[src/rtl/if_pc_ras_pkg.sv]
// Shared definitions for the fetch-stage PC / return-address-stack block.
package if_pc_ras_pkg;

    localparam int unsigned DEF_ADDR_W     = 16;
    localparam int unsigned DEF_INST_BYTES = 2;

    // Source selected for the next fetch address
    typedef enum logic [2:0] {
        SEQ,
        BR,
        RET,
        FLUSH,
        HOLD
    } next_src_e;

endpackage

[src/rtl/if_pc_ras_ras.sv]
// Circular return-address stack: push, pop, swap-top and clear.
// When full, a push overwrites the oldest entry and the count saturates.
module if_ras #(
    parameter int unsigned ADDR_W = 16,
    parameter int unsigned DEPTH  = 4,
    parameter int unsigned CNT_W  = $clog2(DEPTH) + 1
) (
    input  logic              clk,
    input  logic              rst,
    input  logic              push,
    input  logic              pop,
    input  logic              swap,
    input  logic              clear,
    input  logic [ADDR_W-1:0] push_data,
    output logic [ADDR_W-1:0] top,
    output logic [CNT_W-1:0]  cnt
);

    localparam int unsigned PTR_W = $clog2(DEPTH);

    logic [ADDR_W-1:0] mem [DEPTH];
    logic [PTR_W-1:0]  ptr;
    logic [PTR_W-1:0]  ptr_top;
    logic              can_pop;

    // ptr names the next free slot; the top entry sits just below it
    assign ptr_top = ptr - PTR_W'(1);
    assign top     = mem[ptr_top];
    assign can_pop = pop && (cnt != '0);

    // Pointer and occupancy count
    always_ff @(posedge clk or negedge rst) begin
        if (!rst) begin
            ptr <= '0;
            cnt <= '0;
        end else if (clear) begin
            ptr <= '0;
            cnt <= '0;
        end else if (push) begin
            ptr <= ptr + PTR_W'(1);
            if (cnt != CNT_W'(DEPTH))
                cnt <= cnt + CNT_W'(1);
        end else if (can_pop) begin
            ptr <= ptr_top;
            cnt <= cnt - CNT_W'(1);
        end
    end

    // Entry storage; deliberately unreset, unreadable while cnt is zero
    always_ff @(posedge clk) begin
        if (!clear) begin
            if (push)
                mem[ptr] <= push_data;
            else if (swap)
                mem[ptr_top] <= push_data;
        end
    end

endmodule

[src/rtl/if_pc_ras.sv]
// Fetch PC generator with return-address-stack prediction.
// Priority: flush, return (RAS non-empty), taken branch, sequential.
module if_pc_ras
    import if_pc_ras_pkg::*;
#(
    parameter int unsigned          ADDR_W     = DEF_ADDR_W,
    parameter int unsigned          INST_BYTES = DEF_INST_BYTES,
    parameter logic [ADDR_W-1:0]    RESET_VEC  = '0,
    parameter int unsigned          RAS_DEPTH  = 4
) (
    input  logic                         clk,
    input  logic                         rst,
    input  logic                         pc_en,
    input  logic                         flush,
    input  logic [ADDR_W-1:0]            flush_addr,
    input  logic                         branch_taken,
    input  logic [ADDR_W-1:0]            branch_addr,
    input  logic                         is_call,
    input  logic                         is_ret,
    output logic [ADDR_W-1:0]            pc_addr,
    output logic [$clog2(RAS_DEPTH):0]   ras_cnt,
    output logic                         misalign
);

    localparam int unsigned      CNT_W    = $clog2(RAS_DEPTH) + 1;
    localparam logic [ADDR_W-1:0] LOW_BITS = ADDR_W'(INST_BYTES - 1);

    next_src_e         src;
    logic [ADDR_W-1:0] seq_addr;
    logic [ADDR_W-1:0] raw_target;
    logic [ADDR_W-1:0] next_pc;
    logic              next_misalign;
    logic              ret_hit;
    logic              call;
    logic              ras_push;
    logic              ras_pop;
    logic              ras_swap;
    logic [ADDR_W-1:0] ras_top;

    // Sequential address doubles as the return address; wraps silently
    assign seq_addr = pc_addr + ADDR_W'(INST_BYTES);
    assign ret_hit  = is_ret && (ras_cnt != '0);
    assign call     = branch_taken && is_call;

    // Next-PC source selection
    always_comb begin
        src = HOLD;
        if (flush)
            src = FLUSH;
        else if (pc_en) begin
            if (ret_hit)
                src = RET;
            else if (branch_taken)
                src = BR;
            else
                src = SEQ;
        end
    end

    // RAS control; call+ret with an empty stack degrades to a plain call
    always_comb begin
        ras_push = 1'b0;
        ras_pop  = 1'b0;
        ras_swap = 1'b0;
        if (!flush && pc_en) begin
            ras_push = call && !ret_hit;
            ras_pop  = ret_hit && !call;
            ras_swap = ret_hit && call;
        end
    end

    // Target mux with alignment forcing and misalign detection
    always_comb begin
        raw_target    = '0;
        next_pc       = pc_addr;
        next_misalign = 1'b0;
        unique case (src)
            FLUSH:   raw_target = flush_addr;
            BR:      raw_target = branch_addr;
            RET:     raw_target = ras_top;
            default: raw_target = '0;
        endcase
        unique case (src)
            FLUSH, BR, RET: begin
                next_pc       = raw_target & ~LOW_BITS;
                next_misalign = |(raw_target & LOW_BITS);
            end
            SEQ:     next_pc = seq_addr;
            default: next_pc = pc_addr;
        endcase
    end

    // PC and misalign registers
    always_ff @(posedge clk or negedge rst) begin
        if (!rst) begin
            pc_addr  <= RESET_VEC;
            misalign <= 1'b0;
        end else begin
            pc_addr  <= next_pc;
            misalign <= next_misalign;
        end
    end

    if_ras #(
        .ADDR_W (ADDR_W),
        .DEPTH  (RAS_DEPTH),
        .CNT_W  (CNT_W)
    ) u_ras (
        .clk       (clk),
        .rst       (rst),
        .push      (ras_push),
        .pop       (ras_pop),
        .swap      (ras_swap),
        .clear     (flush),
        .push_data (seq_addr),
        .top       (ras_top),
        .cnt       (ras_cnt)
    );

endmodule

[config.mk]
export PLATFORM = sky130hd
export DESIGN_NAME = if_pc_ras
export DESIGN_NICKNAME = d
export VERILOG_FILES = /design/src/rtl/if_pc_ras_pkg.sv /design/src/rtl/if_pc_ras_ras.sv /design/src/rtl/if_pc_ras.sv
export SDC_FILE = /design/constraint.sdc
export NUM_CORES = 1
export LEC_CHECK = 0
export CORE_MARGIN = 2
export CORE_UTILIZATION = 50
export CTS_BUF_LIST = sky130_fd_sc_hd__clkbuf_16
export CTS_CLUSTER_SIZE = 8
export DETAILED_ROUTE_END_ITERATION = 8
export HOLD_SLACK_MARGIN = 0.06
export PLACE_DENSITY_LB_ADDON = 0.2
export SYNTH_ARGS = -nofsm -noshare
export SYNTH_HDL_FRONTEND = slang
export SYNTH_SLANG_ARGS = --single-unit
[constraint.sdc]
create_clock -name clk -period 5.6 [get_ports clk]
set_clock_uncertainty 0.1 [all_clocks]
set_input_delay 1.12 -clock clk [delete_from_list [all_inputs] [get_ports clk]]
set_output_delay 1.12 -clock clk [all_outputs]
set_load 0.005 [all_outputs]
==> flow_metrics.tcl, run 1 <==
set metrics [dict create \
    synth.distinct_cells 46 \
    fp.dieW_um 92.11 \
    area_delta_synth_final_pct 25.60 \
    ant_nets 0 \
    cap_violations 0 \
    grt_pass1_vias 2708 \
    synth_ff_type "edfxtp_1" \
    cp-end-kind "register" \
    start_util_pct 51.02 \
    final_cell_mix "edfxtp_1 (60), clkdlybuf4s50_1 (57), dfrtp_1 (21)" \
    maxSlewViolCount 0 \
    final.setup.tns_ps 0 \
    synth_seq_cells 81 \
    arrival_ps 3680 \
    syn_inst 288 \
    mostFrequentLayoutCell "edfxtp_1" \
    ctsHoldBuffers 0 \
    cts.clk_slew.worst_paths_ps 60 \
    timing.final.crit_share_pct 63.65 \
    cpPeakStageDelay_ps 760 \
    holdCritStartpoint "u_ras.cnt[1]$_DFFE_PN0P_" \
    yosysWarnings 0 \
    grt_use_met2_pct 37.44 \
    antenna_found_initial 0 \
    cts-root-buf "clkbuf_16" \
    post_cts_buffers 0 \
    synthTopCellsByArea "edfxtp_1 (46%), dfrtp_1 (14%), mux4_1 (7.4%)" \
    vias 2687 \
    tightest_slew_ps 1177 \
    design.portCount 59 \
    nets 388 \
    nFillCells 585 \
    crit_fanout 17 \
    numCtsBuffers 9 \
    design.core.area_sq_um 7607 \
    h-tree-depth 3 \
    clockBufferDepth 2 \
    final_layout_size_suffix_gt1_share_pct 8.239 \
    cts-resized-gates 0 \
    busiest_layer "met2" \
    cp_cell_sequence "clkdlybuf4s50_1, buf_4, nand4b_1, nor2_1, fa_1, or3_1, nand2_1, a31oi_1, o22a_1" \
    dp_hpwl_um 6074 \
    grt_use_met3_pct 4.191 \
    rows 32 \
    io_buffer_count 57 \
    finalCriticalPeriod_ps 3565 \
    setup_viol 0 \
    rsz0062_at_grt "false" \
    cp-start-kind "primary input" \
    cp_slowest_cell "clkdlybuf4s50_1" \
    max-slew-margin-rel_pct 21.26 \
    netlist_area_sq_um 3881 \
    synth_top_area_share_pct 46.42 \
    met1_usage_pct 32.17 \
    vias_per_cell 5.919 \
    clk_latency_ps 330 \
    status "complete, no violations" \
    cts_tree "done" \
    leakagePower_nw 1.745 \
    finalPower_mw 1.574 \
    grt_overflow_total 0 \
    worst_ir_drop_vdd_v 0.0001724 \
    grt_max_degree 24 \
    grt_usage_pct 23.35 \
    post_drt_wl_per_cell_um 20.32 \
    routed_wl_um 9226 \
    hold_path_class "reg2reg" \
    grt_first_pass_wirelength_um 14570 \
    die_y_um 92.11 \
    worstSetupPathType "in2reg" \
    dr.pass1.iters 4 \
    fmax_mhz 280.5 \
    setup.worst_path.start "pc_en" \
    drc 0 \
    first_iter_violations 288 \
    gp_congestion 0.8321 \
    syn-mean-instance-area_sq_um 13.48 \
    worstPathRequired_ps 5710 \
    r2r_start "u_ras.cnt[2]$_DFFE_PN0P_" \
    die_area_sq_um 8483 \
    cts.sink_count 81 \
    fin_util_pct 64.08 \
    async_flop_share_pct 25.93 \
    p_per_area_nw_per_um2 323.0 \
    syn-num-nets 329 \
    synth_seq_area_share_pct 59.96 \
    hold_viol 0 \
    synth_edf_count 60 \
    diodes 0 \
    synth_top_area_cell "edfxtp_1" \
]
==> synth_stat cells (8+ instances only) <==
cell	count
a21oi_1	14
a31oi_1	8
dfrtp_1	21
edfxtp_1	60
inv_1	8
mux4_1	11
nand2_1	16
nand3_1	11
nor2_1	15
nor3_1	9
o21ai_0	9
xnor2_1	9
==> routing by layer <==
layer / part of all wire (%) / wire, um / vias to the layer above
met5: 0 / 0 / -
met4: 1.4 / 125 / 0
met3: 6.7 / 616 / 10
met2: 51 / 4663 / 104
met1: 41 / 3820 / 1334
li1: - / - / 1239
==> critical path: cells and delay by family <==
kind                     cells  cell delay, ps
adder cells (fa/ha/maj)      1             450
AND/OR/NAND/NOR              4             710
buffers and inverters        2            1130
AO/OA/AOI/OAI                2             260
==> worst paths after layout <==
kind	to	slack, ps	cells past startpoint
max in group asynchronous	pc_addr[14]$_DFFE_PN0P_	3370	1
hold reg to reg	u_ras.cnt[1]$_DFFE_PN0P_	480	2
setup reg to reg	u_ras.mem[0][13]$_DFFE_PP_	3100	5
hold / removal	u_ras.cnt[1]$_DFFE_PN0P_	480	2
min in group asynchronous	u_ras.ptr[1]$_DFFE_PN0P_	1320	1
setup / recovery	u_ras.cnt[2]$_DFFE_PN0P_	2040	9
==> stage by stage <==
stage | worst slack, ps | hold slack, ps | area [sq um] | std cells
after global routing | 1897 | 543.2 | 4875 | 454
after CTS | 2079 | 482.5 | 4875 | 454
final | 2035 | 483.7 | 4875 | 454
after floorplan | 2563 | 461.4 | 3881 | 288
after detailed placement | 1756 | 473.8 | 4539 | 438
after global placement | 1860 | 460.3 | 4539 | 438
==> flip-flops by register name, summed over array words and instances (netlist names) <==
| register | flops |
|---|---|
| pc_addr | 15 |
| misalign | 1 |
| u_ras.cnt | 3 |
| u_ras.ptr | 2 |
| u_ras.mem | 60 |
==> layout make-up <==
class	instances	area (sq um)	area share, %
clock buffer	9	225.2	4.620
sequential	81	2327	47.74
timing repair buffer	67	645.6	13.24
clock inverter	7	110.1	2.259
tap	102	127.6	2.618
inverter	8	30.03	0.6160
multi-input combinational	180	1409	28.90
==> kinds of logic (layout without fill, tap and decap cells) <==
kind of cell | Yosys count | in the layout | synth area share (%)
flip-flops | 81 | 81 | 59.96
XOR/XNOR | 16 | 16 | 3.611
other | 1 | 1 | 0.09662
buffers and inverters | 27 | 91 | 3.739
multiplexers | 15 | 15 | 9.768
adder cells (fa/ha/maj) | 2 | 2 | 0.8381
AO/OA/AOI/OAI | 63 | 63 | 10.86
AND/OR/NAND/NOR | 83 | 83 | 11.12
==> report_power, final <==
part	total (mW)	internal (mW)	switching, mW
sequential	0.711	0.682	0.0288
combinational	0.208	0.107	0.101
clock	0.655	0.431	0.224
total	1.57	1.22	0.354
(Power assumes the default switching activity.)
==> run 2, diff against run 1 <==
--- a/config.mk
+++ b/config.mk
@@ -6,7 +6,7 @@
 export NUM_CORES = 1
 export LEC_CHECK = 0
 export CORE_MARGIN = 2
-export CORE_UTILIZATION = 50
+export CORE_UTILIZATION = 49
 export CTS_BUF_LIST = sky130_fd_sc_hd__clkbuf_16
 export CTS_CLUSTER_SIZE = 8
 export DETAILED_ROUTE_END_ITERATION = 8
==> constraint.sdc (replaced) <==
create_clock -name clk -period 3.2 [get_ports clk]
set_clock_uncertainty 0.1 [all_clocks]
set_input_delay 0.64 -clock clk [delete_from_list [all_inputs] [get_ports clk]]
set_output_delay 0.64 -clock clk [all_outputs]
set_load 0.005 [all_outputs]
==> run 2 against run 1 <==
Net effect: first-iteration DRC count shrank 36%; die area grew 2.0%; highest routed layer unchanged; critical path type is now reg2reg; largest power group unchanged; core utilization is 0.34 points lower.
==> flow_metrics.tcl, run 2 (synthesis gave the netlist of run 1 again) <==
set metrics [dict create \
    top_register "u_ras.mem" \
    vias_per_cell 5.874 \
    ant_nets 0 \
    design.core.area_sq_um 7687 \
    fp.dieW_um 93 \
    rr_worst_depth 5 \
    cts.clk_slew.worst_paths_ps 60 \
    h-tree-depth 3 \
    timing.final.crit_share_pct 80.86 \
    stdcell_count 460 \
    die_y_um 93 \
    dr.pass1.iters 4 \
    largest_registers "u_ras.mem: 60 flops, pc_addr: 15 flops, u_ras.cnt: 3 flops" \
    worst-path-stages 5 \
    maxSlewViolCount 0 \
    cpPeakStageDelay_ps 730 \
    fmax_mhz 386.5 \
    hold_viol 0 \
    final.setup.tns_ps 0 \
    nets 394 \
    start_util_pct 50.49 \
    cts_tree "done" \
    worstPathRequired_ps 3340 \
    largest_reg_flops 60 \
    worst_ir_drop_vdd_v 0.0003123 \
    cts-resized-gates 0 \
    routed_wl_um 9227 \
    cts-root-buf "clkbuf_16" \
    p_per_area_nw_per_um2 531.6 \
    worstHoldPathCells 2 \
    cap_violations 0 \
    arrival_ps 2720 \
    finalCriticalPeriod_ps 2587 \
    grt_pass1_vias 2713 \
    critPathTopFamily "compound AO/OA/AOI/OAI gates" \
    cp_slowest_cell "o31ai_1" \
    post_drt_wl_per_cell_um 20.06 \
    reg2reg_slack_ps 610 \
    crit_buf_inv 1 \
    finalPower_mw 2.605 \
    gp_congestion 0.8169 \
    mostFrequentLayoutCell "edfxtp_1" \
    clockBufferDepth 2 \
    leakagePower_nw 1.761 \
    holdCritStartpoint "u_ras.cnt[1]$_DFFE_PN0P_" \
    first_iter_violations 184 \
    cts.sink_count 81 \
    clk_latency_ps 320 \
    post_cts_buffers 0 \
    dp_hpwl_um 6139 \
    dp_cells 444 \
    r2r_start "u_ras.cnt[2]$_DFFE_PN0P_" \
    grt_overflow_total 0 \
    drc 0 \
    cp_cell_sequence "o31ai_1, buf_4, and3_1, a22oi_1, a21oi_1" \
    antenna_found_initial 0 \
    place_area_sq_um 4609 \
    cp-end-kind "register" \
    setup_viol 0 \
    setup.worst_path.start "u_ras.cnt[2]$_DFFE_PN0P_" \
    crit_fanout 10 \
    worstSetupPathType "reg2reg" \
    grt_first_pass_wirelength_um 14680 \
    rsz0062_at_grt "false" \
    design_area_sq_um 4900 \
    die_area_sq_um 8649 \
    grt_usage_pct 23.06 \
    grt_max_degree 42 \
    ctsHoldBuffers 0 \
    vias 2702 \
    tightest_slew_ps 1059 \
    io_buffer_count 57 \
    final_cell_mix "edfxtp_1 (60), clkdlybuf4s50_1 (57), dfrtp_1 (21)" \
    cp-start-kind "register" \
    diodes 0 \
    numCtsBuffers 9 \
    rows 32 \
    area_delta_synth_final_pct 26.24 \
    status "complete, no violations" \
    hold_path_class "reg2reg" \
    fin_util_pct 63.74 \
    design.portCount 59 \
    final_layout_size_suffix_gt1_share_pct 9.777 \
    max-slew-margin-rel_pct 29.43 \
]
-- run 2: changes by cell type in the layout (fill, tap and decap cells not counted) --
cell	previous run	this run
clkinv_1	1	0
clkinvlp_4	1	3
buf_12	0	2
buf_4	10	14
inv_1	9	10
bufinv_16	3	1
-- run 2: per-layer routing --
metal	routed length (um)	share of wire, %	global-route usage, %
met5	0	0	0
met4	97	1.1	7.843
met3	722	7.8	6.527
met2	4556	49	35.45
met1	3850	42	31.90
-- run 2: cell type report --
class	instances	area, sq um
Timing Repair Buffer	73	715.7
Multi-Input combinational cell	180	1409
Clock inverter	7	65.06
Fill cell	597	2788
Inverter	8	30.03
Sequential cell	81	2327
Clock buffer	9	225.2
Tap cell	102	127.6
-- run 2: per-stage QoR --
stage | setup WS [ps] | hold WS (ps)
finish | 612.6 | 487.2
global route | 461.6 | 504.3
CTS | 620.3 | 484.2
detailed placement | 304.8 | 474.6
global placement | 428.0 | 464.5
floorplan | 642.6 | 244.4
-- run 2: final timing paths --
| kind | to |
|---|---|
| setup / recovery | pc_addr[12]$_DFFE_PN0P_ |
| hold / removal | u_ras.cnt[1]$_DFFE_PN0P_ |
| setup reg to reg | pc_addr[12]$_DFFE_PN0P_ |
| hold reg to reg | u_ras.cnt[1]$_DFFE_PN0P_ |
| max in group asynchronous | pc_addr[12]$_DFFE_PN0P_ |
| min in group asynchronous | u_ras.cnt[0]$_DFFE_PN0P_ |
-- run 2: tightest hold or removal path, cell delays in order (launching register included) --
cell	delay, ps
dfrtp_1	420
nand2_1	70
a21oi_1	50
-- run 2: where the power goes --
part | total (mW) | switching, mW | internal, mW
clock network | 0.988 | 0.391 | 0.597
logic | 0.362 | 0.168 | 0.194
registers | 1.25 | 0.0613 | 1.19
==> run 3, diff against run 2 <==
--- a/config.mk
+++ b/config.mk
@@ -6,7 +6,7 @@
 export NUM_CORES = 1
 export LEC_CHECK = 0
 export CORE_MARGIN = 2
-export CORE_UTILIZATION = 49
+export CORE_UTILIZATION = 50
 export CTS_BUF_LIST = sky130_fd_sc_hd__clkbuf_16
 export CTS_CLUSTER_SIZE = 8
 export DETAILED_ROUTE_END_ITERATION = 8
==> constraint.sdc (replaced) <==
create_clock -name clk -period 2.51 [get_ports clk]
set_clock_uncertainty 0.1 [all_clocks]
set_input_delay 0.502 -clock clk [delete_from_list [all_inputs] [get_ports clk]]
set_output_delay 0.502 -clock clk [all_outputs]
set_load 0.005 [all_outputs]
==> run 3 against run 2 <==
Net effect: register-to-register slack worse by 490 ps; critical path depth unchanged; routed wire length about the same; combinational power up 37%; sequential power up 27%; power up 29%; largest cell class unchanged; largest power group unchanged.
==> flow_metrics.tcl, run 3 (synthesis gave the netlist of run 1 again) <==
set metrics [dict create \
    status "complete, no violations" \
    design.portCount 59 \
    cp_cell_sequence "o31ai_1, buf_4, nand3_1, a21oi_1, buf_4" \
    post_cts_buffers 0 \
    vias_per_cell 5.803 \
    finalCriticalPeriod_ps 2388 \
    numCtsBuffers 9 \
    grt_max_degree 23 \
    ctsHoldBuffers 0 \
    hold_path_class "in2async" \
    p_seq_share_pct 47.3 \
    fp.dieW_um 92.11 \
    top_register "u_ras.mem" \
    cp_slowest_cell "o31ai_1" \
    switching_share_pct 24.09 \
    antenna_found_initial 0 \
    hold_viol 0 \
    largest_reg_flops 60 \
    final_cell_mix "edfxtp_1 (60), clkdlybuf4s50_1 (57), buf_4 (31)" \
    clkPwrFrac_pct 37.9 \
    p_comb_share_pct 14.8 \
    diodes 0 \
    tightest_slew_ps 1075 \
    area_delta_synth_final_pct 28.95 \
    grt_first_pass_wirelength_um 14360 \
    io_buffer_count 57 \
    mostFrequentLayoutCell "edfxtp_1" \
    dp_hpwl_um 6402 \
    rsz0062_at_grt "false" \
    first_iter_violations 138 \
    clk_latency_ps 340 \
    routed_wl_um 9218 \
    final_layout_size_suffix_gt1_share_pct 13.37 \
    cts.clk_slew.worst_paths_ps 60 \
    fmax_mhz 418.7 \
    worstSetupPathType "reg2reg" \
    cts-root-buf "clkbuf_16" \
    setup_viol 0 \
    grt_pass1_vias 2708 \
    nets 410 \
    grt_usage_pct 22.92 \
    place_area_sq_um 4717 \
    vias 2762 \
    timing.hold.ws_ps 419.6 \
    finalPower_mw 3.358 \
    worst_ir_drop_vdd_v 0.0003954 \
    gp_congestion 0.8656 \
    clockBufferDepth 2 \
    leakagePower_nw 1.836 \
    critPathTopFamily "compound AO/OA/AOI/OAI gates" \
    crit_buf_inv 2 \
    start_util_pct 51.02 \
    largest_registers "u_ras.mem: 60 flops, pc_addr: 15 flops, u_ras.cnt: 3 flops" \
    nFillCells 566 \
    design.core.area_sq_um 7607 \
    ant_nets 0 \
    die_y_um 92.11 \
    design_area_sq_um 5005 \
    grt_overflow_total 0 \
    h-tree-depth 3 \
    cts_tree "done" \
    worstPathRequired_ps 2430 \
    p_int_mw 2.550 \
    drc 0 \
    cts-resized-gates 0 \
    reg2reg_slack_ps 120 \
    post_drt_wl_per_cell_um 19.37 \
    dr.pass1.iters 5 \
    cpPeakStageDelay_ps 660 \
    maxSlewViolCount 0 \
    cap_violations 0 \
    die_area_sq_um 8483 \
    cp-start-kind "register" \
    p_switching_mw 0.8089 \
    p_per_area_nw_per_um2 671.0 \
    rows 32 \
    path_common_cell "buf_4" \
    cts.sink_count 81 \
    crit_fanout 13 \
    arrival_ps 2310 \
    cp-end-kind "register" \
    timing.final.crit_share_pct 95.15 \
    max-slew-margin-rel_pct 27.93 \
]
run 3: metrics by stage:
step           setup TNS (ps)  util (%)  setup slack, ps  cells
2_1_floorplan               0         -            42.88    288
3_3_place_gp           -43.61     62.01           -3.715    460
3_5_place_dp           -258.3     62.01           -71.30    460
4_1_cts                     0     65.79            164.0    476
5_1_grt                     0     65.79            34.22    476
6_report                    0     65.79            121.8    476
run 3: area by class of cell:
class	count	area [sq um]	share of cell area (%)
repair buffers	89	823.3	16.45
multi-input cells	180	1409	28.15
flip-flops and latches	81	2327	46.50
clock inverters	7	62.56	1.250
well taps	102	127.6	2.550
clock buffers	9	225.2	4.500
inverters	8	30.03	0.6000
run 3: power by group through the flow:
stage	registers, mW	clock network, mW	logic (mW)
final	1.59	1.27	0.497
after global routing	1.59	1.34	0.541
after CTS	1.59	1.29	0.497
after detailed placement	1.61	0	0.493
after global placement	1.61	0	0.485
after floorplan	1.59	0	0.259
run 3: final timing paths:
kind / start / endpoint / cells after the start
setup / recovery: u_ras.cnt[2]$_DFFE_PN0P_ / u_ras.mem[3][14]$_DFFE_PP_ / 5
hold / removal: rst / u_ras.cnt[2]$_DFFE_PN0P_ / 2
setup reg to reg: u_ras.cnt[2]$_DFFE_PN0P_ / u_ras.mem[3][14]$_DFFE_PP_ / 5
hold reg to reg: u_ras.cnt[1]$_DFFE_PN0P_ / u_ras.cnt[1]$_DFFE_PN0P_ / 2
max in group asynchronous: rst / pc_addr[15]$_DFFE_PN0P_ / 2
min in group clk: u_ras.cnt[1]$_DFFE_PN0P_ / u_ras.cnt[1]$_DFFE_PN0P_ / 2
run 3: routing by layer:
metal | track usage (%) | share of wire [%] | vias to the layer above
li1 | - | - | 1287
met1 | 31.14 | 43 | 1373
met2 | 37.38 | 50 | 89
met3 | 4.026 | 5.2 | 13
met4 | 8.458 | 1.6 | 0
met5 | 0 | 0 | -
==> RTL change: new RTL, flow settings as in run 3 <==
The output `misalign` loses its register stage (`misalign` becomes a continuous assignment).
--- a/src/rtl/if_pc_ras.sv
+++ b/src/rtl/if_pc_ras.sv
@@ -94,12 +94,12 @@
     always_ff @(posedge clk or negedge rst) begin
         if (!rst) begin
             pc_addr  <= RESET_VEC;
-            misalign <= 1'b0;
         end else begin
             pc_addr  <= next_pc;
-            misalign <= next_misalign;
         end
     end
+
+    assign misalign = next_misalign;
 
     if_ras #(
         .ADDR_W (ADDR_W),
Behaviour: not the same (a bounded check fails within 4 cycles, from zero or initial values and one cycle with rst low).
==> RTL change against run 3 <==
Non-clock buffer count is 3 lower. Worst setup slack better by 0.056 ns. Via count increased by 1.3%. Combinational power shrank 2%. Area after synthesis fell by 0.64%. Final area shrank 0.60%. Sequential cell count down 1. Synthesized cell count is 0.35% lower. Total power down 0.89%. Wire length grew 0.55%. Largest cell class unchanged.
==> RTL change: results (changes against run 3) <==
Parameter                              Value

Synthesis
  Ranking of synthesized cells by instance count ... 60 x edfxtp_1, 20 x dfrtp_1, 16 x nand2_1, 15 x nor2_1, 14 x a21oi_1
  Post-Syn Nets ... 328 (-0.30%)
  YS warnings ... 0 (unchanged)
  Cell types with the largest area share after synthesis ... edfxtp_1 47%, dfrtp_1 13%, mux4_1 7.5%
  Seq/Total Area, Yosys ... 59.70% (-0.26 points)
  Async SR Flop Fraction ... 25.00% (-0.93 points)
  Synthesized netlist cell count ... 287 (-0.35%)
  Number of flops mapped to enable cells by yosys ... 60 (unchanged)

Place
  Placer's final routability congestion estimate ... 0.8693 (+0.43%)
  Post-Place Cells ... 456 (-0.87%)
  Worst slack at placement ... -0.06032 ns (+0.01098 ns)
  Placed Area ... 0.004669 sq mm (-1.0%)
  Final HPWL from detailed placement ... 6382 um (-0.31%)

Global route
  GRT Util Overall ... 23.83% (+0.91 points)
  Largest net degree at the start of global routing ... 40 (+74%)
  Wire length of the first global-routing pass ... 15,060 um (+4.9%)
  Vias in the first global route ... 2,898 (+7.0%)

CTS
  Clock latency at the later pin of the worst-skew pair ... 0.33 ns

Detailed routing
  Average via count per standard cell ... 5.926 (+2.1%)
  Iteration-0 DRC count of the detailed router ... 153 (+11%)
  Vias ... 2,797 (+1.3%)
  Final routed wirelength across all metal layers ... 9269 um (+0.55%)

Critical path
  Arrival time at the worst endpoint ... 1.73 ns (-0.58 ns)
  Crit path max-delay family ... buffers and inverters
  Highest-delay cell along the critical path ... clkdlybuf4s50_1
  Peak per-stage delay on the critical path ... 0.51 ns (-0.15 ns)
  Critical-path maximum fanout ... 3 (-10)

Run status
  Run status ... completed

Hold path
  Worst hold-check path type ... in2async

Layout
  Fillers ... 578 (+2.1%)
  Layout Nets ... 406 (-0.98%)
  Registers with the most flip-flops ... u_ras.mem x60, pc_addr x15, u_ras.cnt x3
  Layout cell share with drive strength beyond 1 ... 14.05% (+0.69 points)

STA
  Tightest slew margin relative to the limit ... 57.34% (+29 points)

Power and ir drop
  Maximum resistive drop on vdd ... 0.0004902 V (+24%)
  Int Pwr ... 2.525 mW (-0.95%)
  Leakage ... 1.820 nW (-0.83%)
RTL change: cell count changes in the layout (fill, tap and decap cells not counted), sizes merged:
cell and delta:
buf -3, dlygate4sd2 +2, clkdlybuf4s50 -2, inv -1, clkinv +1, dfrtp -1
RTL change: area by class of cell:
| class | count | area [sq um] | area share, % |
|---|---|---|---|
| clock buffers | 9 | 225.2 | 4.527 |
| flip-flops and latches | 80 | 2302 | 46.28 |
| clock inverters | 7 | 65.06 | 1.308 |
| repair buffers | 86 | 798.3 | 16.05 |
| well taps | 102 | 127.6 | 2.565 |
| multi-input cells | 180 | 1426 | 28.67 |
| inverters | 8 | 30.03 | 0.6036 |
RTL change: kinds of logic (layout without fill, tap and decap cells):
group                    count (synthesis)  count (layout)  synth area share [%]
AO/OA/AOI/OAI                           63              63                 10.94
adder cells (fa/ha/maj)                  2               2                0.8436
other                                    1               1               0.09725
AND/OR/NAND/NOR                         83              83                 11.19
buffers and inverters                   27             110                 3.764
XOR/XNOR                                16              16                 3.634
multiplexers                            15              15                 9.831
flip-flops                              80              80                 59.70
RTL change: per-layer routing:
metal  routed length (um)  up-vias  GRT usage (%)
met5                    0        -              0
met4                  192        0          8.582
met3                  641       16          5.834
met2                 4433      119          37.07
met1                 4002     1385          32.98
li1                     -     1277              -
RTL change: repair_timing:
item / 4_1_cts / 5_1_grt
setup endpoints to repair: 1 / 0
buffers inserted: 0 / 0
hold buffers: 0 / 0
gates resized for setup: 6 / 0
RTL change: worst paths after layout:
check	start	to	slack, ns	cells past startpoint
worst max-delay path	is_ret	misalign	0.18	5
worst min register to register	u_ras.cnt[1]$_DFFE_PN0P_	u_ras.cnt[1]$_DFFE_PN0P_	0.50	2
worst max register to register	u_ras.ptr[0]$_DFFE_PN0P_	pc_addr[11]$_DFFE_PN0P_	0.21	5
min in group clk	u_ras.cnt[1]$_DFFE_PN0P_	u_ras.cnt[1]$_DFFE_PN0P_	0.50	2
worst min-delay path	rst	pc_addr[6]$_DFFE_PN0P_	0.43	2
max in group asynchronous	rst	pc_addr[8]$_DFFE_PN0P_	1.64	2
RTL change: power by group through the flow:
stage | Clock, mW | Combinational (mW) | Sequential [mW]
after global routing | 1.33 | 0.532 | 1.58
after global placement | 0 | 0.470 | 1.60
after CTS | 1.29 | 0.487 | 1.57
after detailed placement | 0 | 0.481 | 1.60
after floorplan | 0 | 0.259 | 1.58
final | 1.27 | 0.488 | 1.57
RTL change: worst register-to-register path: stages, from the launching register on:
cell and delay [ns]:
dfrtp_1 0.75, buf_4 0.31, mux4_1 0.60, a21oi_1 0.18, o21ai_0 0.09, a21o_1 0.16
